## src/rtl/huffman_stream_serializer.sv

```systemverilog
// Serializes Huffman codes from a writable codebook for a FIFO'd stream of symbol indices.
// Latency: a symbol pushed at edge k is loaded at edge k+1; its first bit is valid after k+1; 1 bit/cycle.
// Backpressure: Out/Out_last/state hold while Out_valid && !Out_ready; Sym_ready drops when the FIFO is full.
module huffman_stream_serializer #(
  parameter int NUM_SYM   = 10,
  parameter int CODE_W    = 16,
  parameter int LEN_W     = 5,
  parameter int DEPTH     = 8,
  parameter bit LSB_FIRST = 1'b0,
  parameter int SYM_W     = $clog2(NUM_SYM),
  parameter int CNT_W     = $clog2(DEPTH) + 1
) (
  input  logic              Clk_in,
  input  logic              Rst,
  input  logic              Cb_we,
  input  logic [SYM_W-1:0]  Cb_addr,
  input  logic [LEN_W-1:0]  Cb_len,
  input  logic [CODE_W-1:0] Cb_code,
  input  logic              Sym_valid,
  output logic              Sym_ready,
  input  logic [SYM_W-1:0]  Sym_in,
  input  logic              Sym_last,
  output logic              Out,
  output logic              Out_valid,
  input  logic              Out_ready,
  output logic              Out_last,
  output logic              Done,
  output logic              Err,
  output logic              Busy,
  output logic [CNT_W-1:0]  Fifo_count
);

  localparam int PTR_W = $clog2(DEPTH);
  localparam logic [SYM_W:0]   NUM_SYM_V = (SYM_W+1)'(NUM_SYM);
  localparam logic [LEN_W-1:0] CODE_W_V  = LEN_W'(CODE_W);
  localparam logic [CNT_W-1:0] DEPTH_V   = CNT_W'(DEPTH);

  typedef enum logic {S_IDLE, S_SHIFT} state_t;

  logic [LEN_W-1:0]  cb_len  [NUM_SYM];
  logic [CODE_W-1:0] cb_code [NUM_SYM];
  logic [SYM_W-1:0]  fifo_sym  [DEPTH];
  logic              fifo_last [DEPTH];

  logic [PTR_W-1:0]  wr_ptr, rd_ptr;
  logic [CNT_W-1:0]  count;
  state_t            state_q, state_d;
  logic [CODE_W-1:0] sr;
  logic [LEN_W-1:0]  rem;
  logic              last_q, done_q, err_q;

  logic [SYM_W-1:0]  head_sym;
  logic              head_last, sym_ok, invalid;
  logic [LEN_W-1:0]  ent_len;
  logic [CODE_W-1:0] ent_code, masked, load_val;
  logic              out_valid, cur_bit, accept, final_acc, fifo_ne, pop, load, push;

  // Head-of-FIFO codebook lookup and validity; a load always sees the pre-write codebook contents.
  always_comb begin
    head_sym  = fifo_sym[rd_ptr];
    head_last = fifo_last[rd_ptr];
    sym_ok    = {1'b0, head_sym} < NUM_SYM_V;
    ent_len   = '0;
    ent_code  = '0;
    if (sym_ok) begin
      ent_len  = cb_len[head_sym];
      ent_code = cb_code[head_sym];
    end
    invalid  = !sym_ok || (ent_len == '0) || (ent_len > CODE_W_V);
    // Bits above len are cleared so stale upper code bits never leak out.
    masked   = ent_code & ~({CODE_W{1'b1}} << ent_len);
    load_val = LSB_FIRST ? masked : (masked << (CODE_W_V - ent_len));
  end

  assign out_valid = (state_q == S_SHIFT);
  assign cur_bit   = LSB_FIRST ? sr[0] : sr[CODE_W-1];
  assign accept    = out_valid && Out_ready;
  assign final_acc = accept && (rem == LEN_W'(1));
  assign fifo_ne   = (count != '0);
  // Pop from IDLE, or on the final accepted bit so back-to-back symbols have no bubble.
  assign pop       = fifo_ne && ((state_q == S_IDLE) || final_acc);
  assign load      = pop && !invalid;
  assign Sym_ready = (count < DEPTH_V) && !Rst;
  assign push      = Sym_valid && Sym_ready;

  assign Out        = out_valid & cur_bit;
  assign Out_valid  = out_valid;
  assign Out_last   = out_valid && last_q && (rem == LEN_W'(1));
  assign Done       = done_q;
  assign Err        = err_q;
  assign Busy       = fifo_ne || out_valid;
  assign Fifo_count = count;

  // Codebook storage: reset clears every entry to length 0; out-of-range writes are dropped.
  always_ff @(posedge Clk_in) begin
    if (Rst) begin
      for (int i = 0; i < NUM_SYM; i++) begin
        cb_len[i]  <= '0;
        cb_code[i] <= '0;
      end
    end else if (Cb_we && ({1'b0, Cb_addr} < NUM_SYM_V)) begin
      cb_len[Cb_addr]  <= Cb_len;
      cb_code[Cb_addr] <= Cb_code;
    end
  end

  // FIFO payload storage; contents are meaningful only between the pointers.
  always_ff @(posedge Clk_in) begin
    if (push) begin
      fifo_sym[wr_ptr]  <= Sym_in;
      fifo_last[wr_ptr] <= Sym_last;
    end
  end

  // FSM state register.
  always_ff @(posedge Clk_in) begin
    if (Rst) state_q <= S_IDLE;
    else     state_q <= state_d;
  end

  // Next state: invalid symbols are dropped and leave the FSM in IDLE for one cycle.
  always_comb begin
    state_d = state_q;
    case (state_q)
      S_IDLE:  if (load) state_d = S_SHIFT;
      S_SHIFT: if (final_acc) state_d = load ? S_SHIFT : S_IDLE;
      default: state_d = S_IDLE;
    endcase
  end

  // FIFO pointers/occupancy, shift register, frame-end and error flags.
  always_ff @(posedge Clk_in) begin
    if (Rst) begin
      wr_ptr <= '0;
      rd_ptr <= '0;
      count  <= '0;
      sr     <= '0;
      rem    <= '0;
      last_q <= 1'b0;
      done_q <= 1'b0;
      err_q  <= 1'b0;
    end else begin
      if (push) wr_ptr <= wr_ptr + PTR_W'(1);
      if (pop)  rd_ptr <= rd_ptr + PTR_W'(1);
      case ({push, pop})
        2'b10:   count <= count + CNT_W'(1);
        2'b01:   count <= count - CNT_W'(1);
        default: count <= count;
      endcase
      if (load) begin
        sr     <= load_val;
        rem    <= ent_len;
        last_q <= head_last;
      end else if (accept) begin
        sr  <= LSB_FIRST ? (sr >> 1) : (sr << 1);
        rem <= rem - LEN_W'(1);
      end
      done_q <= (accept && Out_last) || (pop && invalid && head_last);
      if (pop && invalid) err_q <= 1'b1;
    end
  end

endmodule

```

## config.mk

```make
export PLATFORM = sky130hd
export DESIGN_NAME = huffman_stream_serializer
export DESIGN_NICKNAME = d
export VERILOG_FILES = /design/src/rtl/huffman_stream_serializer.sv
export SDC_FILE = /design/constraint.sdc
export NUM_CORES = 1
export LEC_CHECK = 0
export CORE_ASPECT_RATIO = 1.75
export CORE_MARGIN = 2
export CORE_UTILIZATION = 35
export DETAILED_ROUTE_END_ITERATION = 8
export MAX_ROUTING_LAYER = met4
export PLACE_DENSITY_LB_ADDON = 0.2
export SLEW_MARGIN = 20
export SYNTH_ARGS = -nofsm -noshare
export SYNTH_HDL_FRONTEND = slang
export SYNTH_SLANG_ARGS = --single-unit
```

## constraint.sdc

```tcl
create_clock -name Clk_in -period 4 [get_ports Clk_in]
set_clock_uncertainty 0.05 [all_clocks]
set_input_delay 0.6 -clock Clk_in [delete_from_list [all_inputs] [get_ports Clk_in]]
set_output_delay 0.6 -clock Clk_in [all_outputs]
set_load 0.05 [all_outputs]
```

# Word-level counts from Yosys, hierarchy flattened
# Memory sizes are Yosys's and may differ from the RTL's. A register that Yosys moved wholly into a read port is not among the register bits.
# Index checks and enable logic that the tools add are counted.
[op_classes] addsub=6 mul=0 n_div=0 n_lt_le_gt_ge=4 n_eq_ne=3 shifts=2 muxes=27 bitwise_logic=4 n_reduce_logical=26
[ops] op="$mux 16" count=4
[ops] op="$mux 5" count=4
[ops] op="$and 16x16->16" count=1
[ops] op="$not 16->16" count=1
[ops] op="$reduce_or 16->1" count=1
[ops] op="$shl 16x5->16" count=1
[ops] op="$shl 16x5->16 const A" count=1
[ops] op="$logic_and 1x1->1" count=12
[ops] op="$lt 4x4->1 const B" count=3
[ops] op="$mux 3" count=4
[ops] op="$mux 1" count=11
[ops] op="$mux 4" count=2
[ops] op="$pmux 4 s2" count=1
[ops] op="$add 3x1->3 const B" count=2
[ops] op="$eq 5x1->1 const B" count=1
[ops] op="$gt 5x5->1 const B" count=1
[ops] op="$logic_not 5->1" count=1
[ops] op="$logic_or 1x1->1" count=5
[ops] op="$reduce_or 5->1" count=1
[ops] op="$sub 5x1->5 const B" count=1
[ops] op="$sub 5x5->5 const A" count=1
[ops] op="$add 4x1->4 const B" count=1
[ops] op="$reduce_bool 2->1" count=2
[ops] op="$reduce_bool 4->1" count=1
[ops] op="other kinds (7)" count=9
[word_totals] ff_bits=35 latchBits=0 mem_bits_rw=250 romBits=0 input_bits=35 output_inout_bits=11 word_cells=85 memories=4
[mem_list] name="cb_code" depth=10 width=16 rd=1 rd_ports_with_merged_regs=0 wr=10 line_no="41" source="logic [CODE_W-1:0] cb_code [NUM_SYM];"
[mem_list] name="cb_len" depth=10 width=5 rd=1 rd_ports_with_merged_regs=0 wr=10 line_no="40" source="logic [LEN_W-1:0] cb_len [NUM_SYM];"
[mem_list] name="fifo_sym" depth=8 width=4 rd=1 rd_ports_with_merged_regs=1 wr=1 line_no="42" source="logic [SYM_W-1:0] fifo_sym [DEPTH];"
[mem_list] name="fifo_last" depth=8 width=1 rd=1 rd_ports_with_merged_regs=1 wr=1 line_no="43" source="logic fifo_last [DEPTH];"

# Logic depth before layout (Yosys ltp)
[depth] ltp_word=10 depth_mapped=22 depth_no_buf=17

# Worst setup path before layout
# No wires, ideal clock.
[synth_path] kind="flip-flop to flip-flop" start="register with a tool-made name" end="register sr[11]" setup_ps=132 t_arrival_ps=4046 required_ps=3818 path_slack_ps=-228 stages_incl_launch_ff=20 path_buffers=3 period_less_slack_ps=4228 cell_sequence="dfxtp_1 buf_6 buf_4 mux2i_1 a22o_1 nor2_1 mux2_2 a221oi_2 nand2_1 clkinv_1 buf_1 ha_1 inv_1 ha_1 nand4b_1 nand3_1 o21ai_0 mux4_2 a221oi_1 nor3_1"
[synth_lines] item="end signal, assigned" line_no="151" source="sr <= load_val;"
[synth_lines] item="end signal, assigned" line_no="155" source="sr <= LSB_FIRST ? (sr >> 1) : (sr << 1);"
[synth_lines] item="end, declared" line_no="48" source="logic [CODE_W-1:0] sr;"

==> flow_summary.yaml <==
status:
  outcome: "finished, violations left"
  violations: "setup timing"
synthesis:
  ys.flop_type: "edfxtp_1"
  asyncSetResetFlopFracSynth_pct: 0
  yosys_warnings: 0
  syn-cell-area_um2: 13800
  ys_seq_area_share_pct: 59.8
  ys_types: 86
  synth_edf_count: 250
  postSynthCellCount: 1181
  syn_nets: 1229
  postSynthAreaPerCell_um2: 11.7
  ys_ff_latch: 288
floorplan:
  die_y_um: 267
  die_area_um2: 41100
  start_util_pct: 35.4
  ios: 46
  row_count: 96
  core-area_um2: 39000
  die_w_um: 154
drt:
  drt-initial-drc-count: 644
  routed_wl_um: 41100
  first_pass_iters: 4
  vias_per_cell: 5.35
  wl_per_cell_um: 22.0
  ant_nets: 0
  post-route-drc-count: 0
  vias: 9971
cts:
  numClockSinks: 288
  cts_tree: "built"
  clockBufferDepth: 3
  h-tree-depth: 1
  clock_latency_ns: 0.56
  root_buffer: "clkbuf_16"
  path_clk_slew_ns: 0.07
  numCtsBuffers: 27
final_layout:
  seq_area_um2: 8270
  drive_above_1_share_pct: 25.3
  final_common_cell: "edfxtp_1"
  syn_to_final_growth_pct: 25.6
  n_antenna_cell: 0
  mostFrequentLayoutCells: "edfxtp_1, nor2_1, buf_4, nand2_1, mux2i_1"
  multiInputGateArea_um2: 5580
  num-nets-final: 1404
  fillers: 3584
  final_util_pct: 44.4
power:
  powerDensity_nw_per_um2: 837
  cellLeakagePower_uw: 0.00612
  peakVddDrop_mv: 0.409
grt:
  grt_max_degree: 38
  overflow: 0
  grt_pass1_wl_um: 61500
  antenna_found_initial: 0
  grt_pass1_vias: 10400
  grt_usage_pct: 20.5
setup_path:
  r2r_slack_ns: -0.05
  endpoint: "sr[11]"
  crit_type: "flip-flop to flip-flop"
  crit_required_ns: 4.39
  cp_max_fo: 11
  crit_arrival_ns: 4.44
  reg2reg_to: "sr[11]"
  endpoint_kind: "flip-flop"
  rr_worst_depth: 13
  start_kind: "flip-flop"
flow_run:
  maxCapViolCount: 0
place:
  port-buffer-count: 45
  post-place-ws_ns: -0.273
  hpwl_um: 28500
  globalplace.congestion: 0.883
timing:
  setup_tns_ns: -0.0655
  rsz0062_at_grt: "true"
  period_minus_slack_ns: 4.05
  final-max-slew-violation-count: 0
  hold_viol_final: 0
  final-setup-viol-count: 3
  setup_ws_ns: -0.0488
  slew_headroom_pct: 49.8
  finalCritPeriodShare_pct: 101
  max_freq_mhz: 247
  tightest_slew_ns: 0.751
worst_hold_path:
  min_path_type: "primary input to flip-flop"
  min_from: "Rst"
[layout make-up]
cell class / instances / share of cell area (%)
tap: 490 / 3.53
clock buffer: 30 / 3.96
multi-input combinational: 782 / 32.2
timing repair buffer: 214 / 10.8
inverter: 43 / 0.981
sequential: 288 / 47.7
clock inverter: 18 / 0.858
[repair_timing]
action,4_1_cts,5_1_grt
hold buffers,0,0
resized for setup,36,89
setup buffers,4,14
endpoints found under the hold margin,0,0
gates cloned,0,2
pin swaps,15,29
setup endpoints to repair,16,16
[Yosys cell counts (all sizes together), types with 13 or more instances]
library cell | count | area (um^2)
nor3 | 25 | 130
mux2i | 66 | 673
edfxtp | 250 | 7510
inv | 42 | 158
mux2 | 17 | 191
nand2b | 17 | 106
buf | 31 | 181
a21oi | 32 | 160
a22oi | 13 | 97.6
nand3 | 29 | 150
clkbuf | 38 | 143
nor2 | 251 | 952
dfxtp | 38 | 761
o21ai | 43 | 215
nand2 | 107 | 409
mux4 | 31 | 698
[metal layers]
layer	vias to the layer above	part of all wire (%)	track usage [%]	routed length, um
li1	4663	-	-	-
met1	4954	36	20.7	14700
met2	239	56	39.1	23000
met3	115	3.2	2.05	1330
met4	0	4.9	10.2	2020
met5	-	0	-	0
[cell families (layout without fill, tap and decap cells)]
| kind of cell | count (synthesis) | count (layout) | synth area share (%) |
|---|---|---|---|
| AND/OR/NAND/NOR | 463 | 464 | 14.3 |
| multiplexers | 114 | 114 | 11.3 |
| adder cells (fa/ha/maj) | 13 | 13 | 1.23 |
| flip-flops | 288 | 288 | 59.8 |
| AO/OA/AOI/OAI | 179 | 179 | 8.99 |
| XOR/XNOR | 12 | 12 | 0.761 |
| buffers and inverters | 112 | 305 | 3.51 |
[registers in the layout, summed over array words and instances (netlist names), named ones only]
register and flops:
cb_code 160, Done 1, Err 1, wr_ptr 3, cb_len 50, rem 5
fifo_sym 32, last_q 1, Fifo_count 4, fifo_last 8, rd_ptr 3, Out_valid 1
sr 16
[power breakdown]
| group | switching [uW] | internal [uW] |
|---|---|---|
| Clock | 1150 | 1370 |
| Sequential | 131 | 3510 |
| Combinational | 4550 | 3810 |
[how the worst min path moves through the flow]
stage	endpoint	slack [ns]	cells after the start
6_report	flip-flop	0.38	2
5_1_grt	flip-flop	0.37	2
4_1_cts	flip-flop	0.35	2
3_5_place_dp	Err	0.43	2
3_3_place_gp	Err	0.41	2
2_1_floorplan	wr_ptr[0]	0.41	2
[stage by stage]
| step | instances | hold slack, ns | total power (uW) | cell area, um^2 |
|---|---|---|---|---|
| 2_1_floorplan | 1181 | 0.412 | 7700 | 13800 |
| 3_3_place_gp | 1798 | 0.409 | 10800 | 15800 |
| 3_5_place_dp | 1798 | 0.427 | 10800 | 15800 |
| 4_1_cts | 1850 | 0.346 | 13600 | 16800 |
| 5_1_grt | 1865 | 0.369 | 15300 | 17300 |
| 6_report | 1865 | 0.383 | 14500 | 17300 |
[critical path: stages (launching register included)]
cell	delay (ns)
dfxtp_4	0.41
mux2_4	0.31
mux4_4	0.67
buf_6	0.18
buf_12	0.15
mux4_2	0.47
a2111oi_4	0.38
buf_4	0.18
o21ai_1	0.10
o311ai_2	0.11
a31oi_2	0.08
mux4_2	0.48
a221oi_2	0.27
nor3_1	0.07
No activity file was read; power rests on OpenSTA's default activity.
==> patch, RTL diff (config.mk and constraints unchanged) <==
Set the parameter `LSB_FIRST` to 1'b1 (it was 1'b0).
--- a/src/rtl/huffman_stream_serializer.sv
+++ b/src/rtl/huffman_stream_serializer.sv
@@ -6,7 +6,7 @@
   parameter int CODE_W    = 16,
   parameter int LEN_W     = 5,
   parameter int DEPTH     = 8,
-  parameter bit LSB_FIRST = 1'b0,
+  parameter bit LSB_FIRST = 1'b1,
   parameter int SYM_W     = $clog2(NUM_SYM),
   parameter int CNT_W     = $clog2(DEPTH) + 1
 ) (
Check against the original RTL: not equivalent (a bounded check fails within 4 cycles, from zero or initial values and one cycle with Rst high).
==> patch against the unedited design <==
  * Setup slack improved by 0.32 ns
  * Die area is 1.7% lower
  * Wire length down 8.3%
  * Sequential share of layout area increased by 6.8 points
  * Final area shrank 8.7%
  * Synthesized area down 1.7%
  * Global-route usage is 1.4 points lower
  * Non-clock buffer count down 106
  * Sequential cell count up 12
  * Critical path type unchanged
Power is not compared: it rests on default switching activity, and its combinational part moved more than twofold at a synthesized area within 25%.
==> patch: results (changes against the unedited design) <==
- Sink Count: 300 (+4.2%)
- Slew headroom: 44.3% (-5.5 points)
- DRT Pass-1 Iters: 6 (+2)
- Mean Syn Cell Area: 10.9 sq um (-6.5%)
- Maximum VDD drop: 0.318 mV
- Slowest cell on the critical path: mux4_2
- Synth cell count leaders: nand2_1, edfxtp_1, nor2_1, nand3_1, clkbuf_1
- Number of non-clock buffers: 108 (-50%)
- Largest net degree at the start of global routing: 68 (+79%)
- DRT iter0 DRCs: 547 (-15%)
- # Post-CTS Setup Buffers: 0 (-4)
- Critical path fanouts, max: 67 (+56)
- Unique masters post-synth: 64 (-26%)
- Fillers: 3,655 (+2.0%)
- Status: finished clean
- Clk tree area frac: 6.03% (+1.2 points)
- Final wirelength: 37,700 um (-8.3%)
- Register area share after synthesis: 63.6% (+3.7 points)
- Detail Placement HPWL: 25,000 um (-12%)
- Tightest hold margin: 0.427 ns (+0.0447 ns)
- Nets: 1,356 (-3.4%)
- Dpl ws: 0.0362 ns (+0.309 ns)
- CP arrival: 4.12 ns (-0.32 ns)
- Largest registers: cb_code x172, cb_len x50, fifo_sym x32
- Hold Path Class: reg -> reg
- Post-synthesis compound-gate area fraction: 6.82% (-2.2 points)
- Non-clock buffer share of cell area: 6.13% (-4.7 points)
- XOR/XNOR share of the synthesized area: 0.710% (-0.051 points)
- Routability cong.: 0.850 (-3.8%)
- FF/Latch Area: 8630 sq um (+4.3%)
- Mux cell area share after synthesis: 5.82% (-5.5 points)
- DP Area: 14,800 sq um (-6.3%)
- Share of post-route cells with drive strength above 1: 10.5% (-15 points)
- CTS Buf Count: 28 (+3.7%)
- First-pass GRT wire length: 57,900 um (-5.9%)
- WL per Instance: 20.7 um (-5.9%)
- Inverters, non-clock: 32 (-26%)
- Total GRT Usage: 19.1% (-1.4 points)
- Vias in the first global route: 9,706 (-6.8%)
- Synth Area in Adders: 0.793% (-0.44 points)
- Clock root buffer: clkbuf_16
- Post-synth EDFFs: 262 (+4.8%)
- Multi-input combinational area share: 28.8% (-3.4 points)
- Vias: 9,459 (-5.1%)
==> patch: changes by cell type after synthesis, sizes merged, moves of 16 or more <==
cell,unedited run,this run
mux2i,66,35
nand2,107,271
nor2,251,223
mux4,31,8
and3,4,20
o21ai,43,4
nand3,29,57
==> patch: path summary, 6_finish.rpt <==
kind,from,endpoint,slack (ns)
max,flip-flop,sr[1],0.27
max reg2reg,flip-flop,sr[1],0.27
min reg2reg,Err,Err,0.43
min,Err,Err,0.43
==> patch: logic make-up (layout without fill, tap and decap cells) <==
logic type,Yosys count,after routing
flops,300,300
compound gates,130,130
mux,65,65
other cells,1,12
xor+xnor,11,11
simple gates,617,617
buf+inv,109,190
fa+ha+maj,8,8
==> patch: layer usage <==
layer / GRT usage [%] / share of wire, %
met5: - / 0
met4: 6.13 / 2.6
met3: 1.49 / 2.9
met2: 36.3 / 56
met1: 21.1 / 39
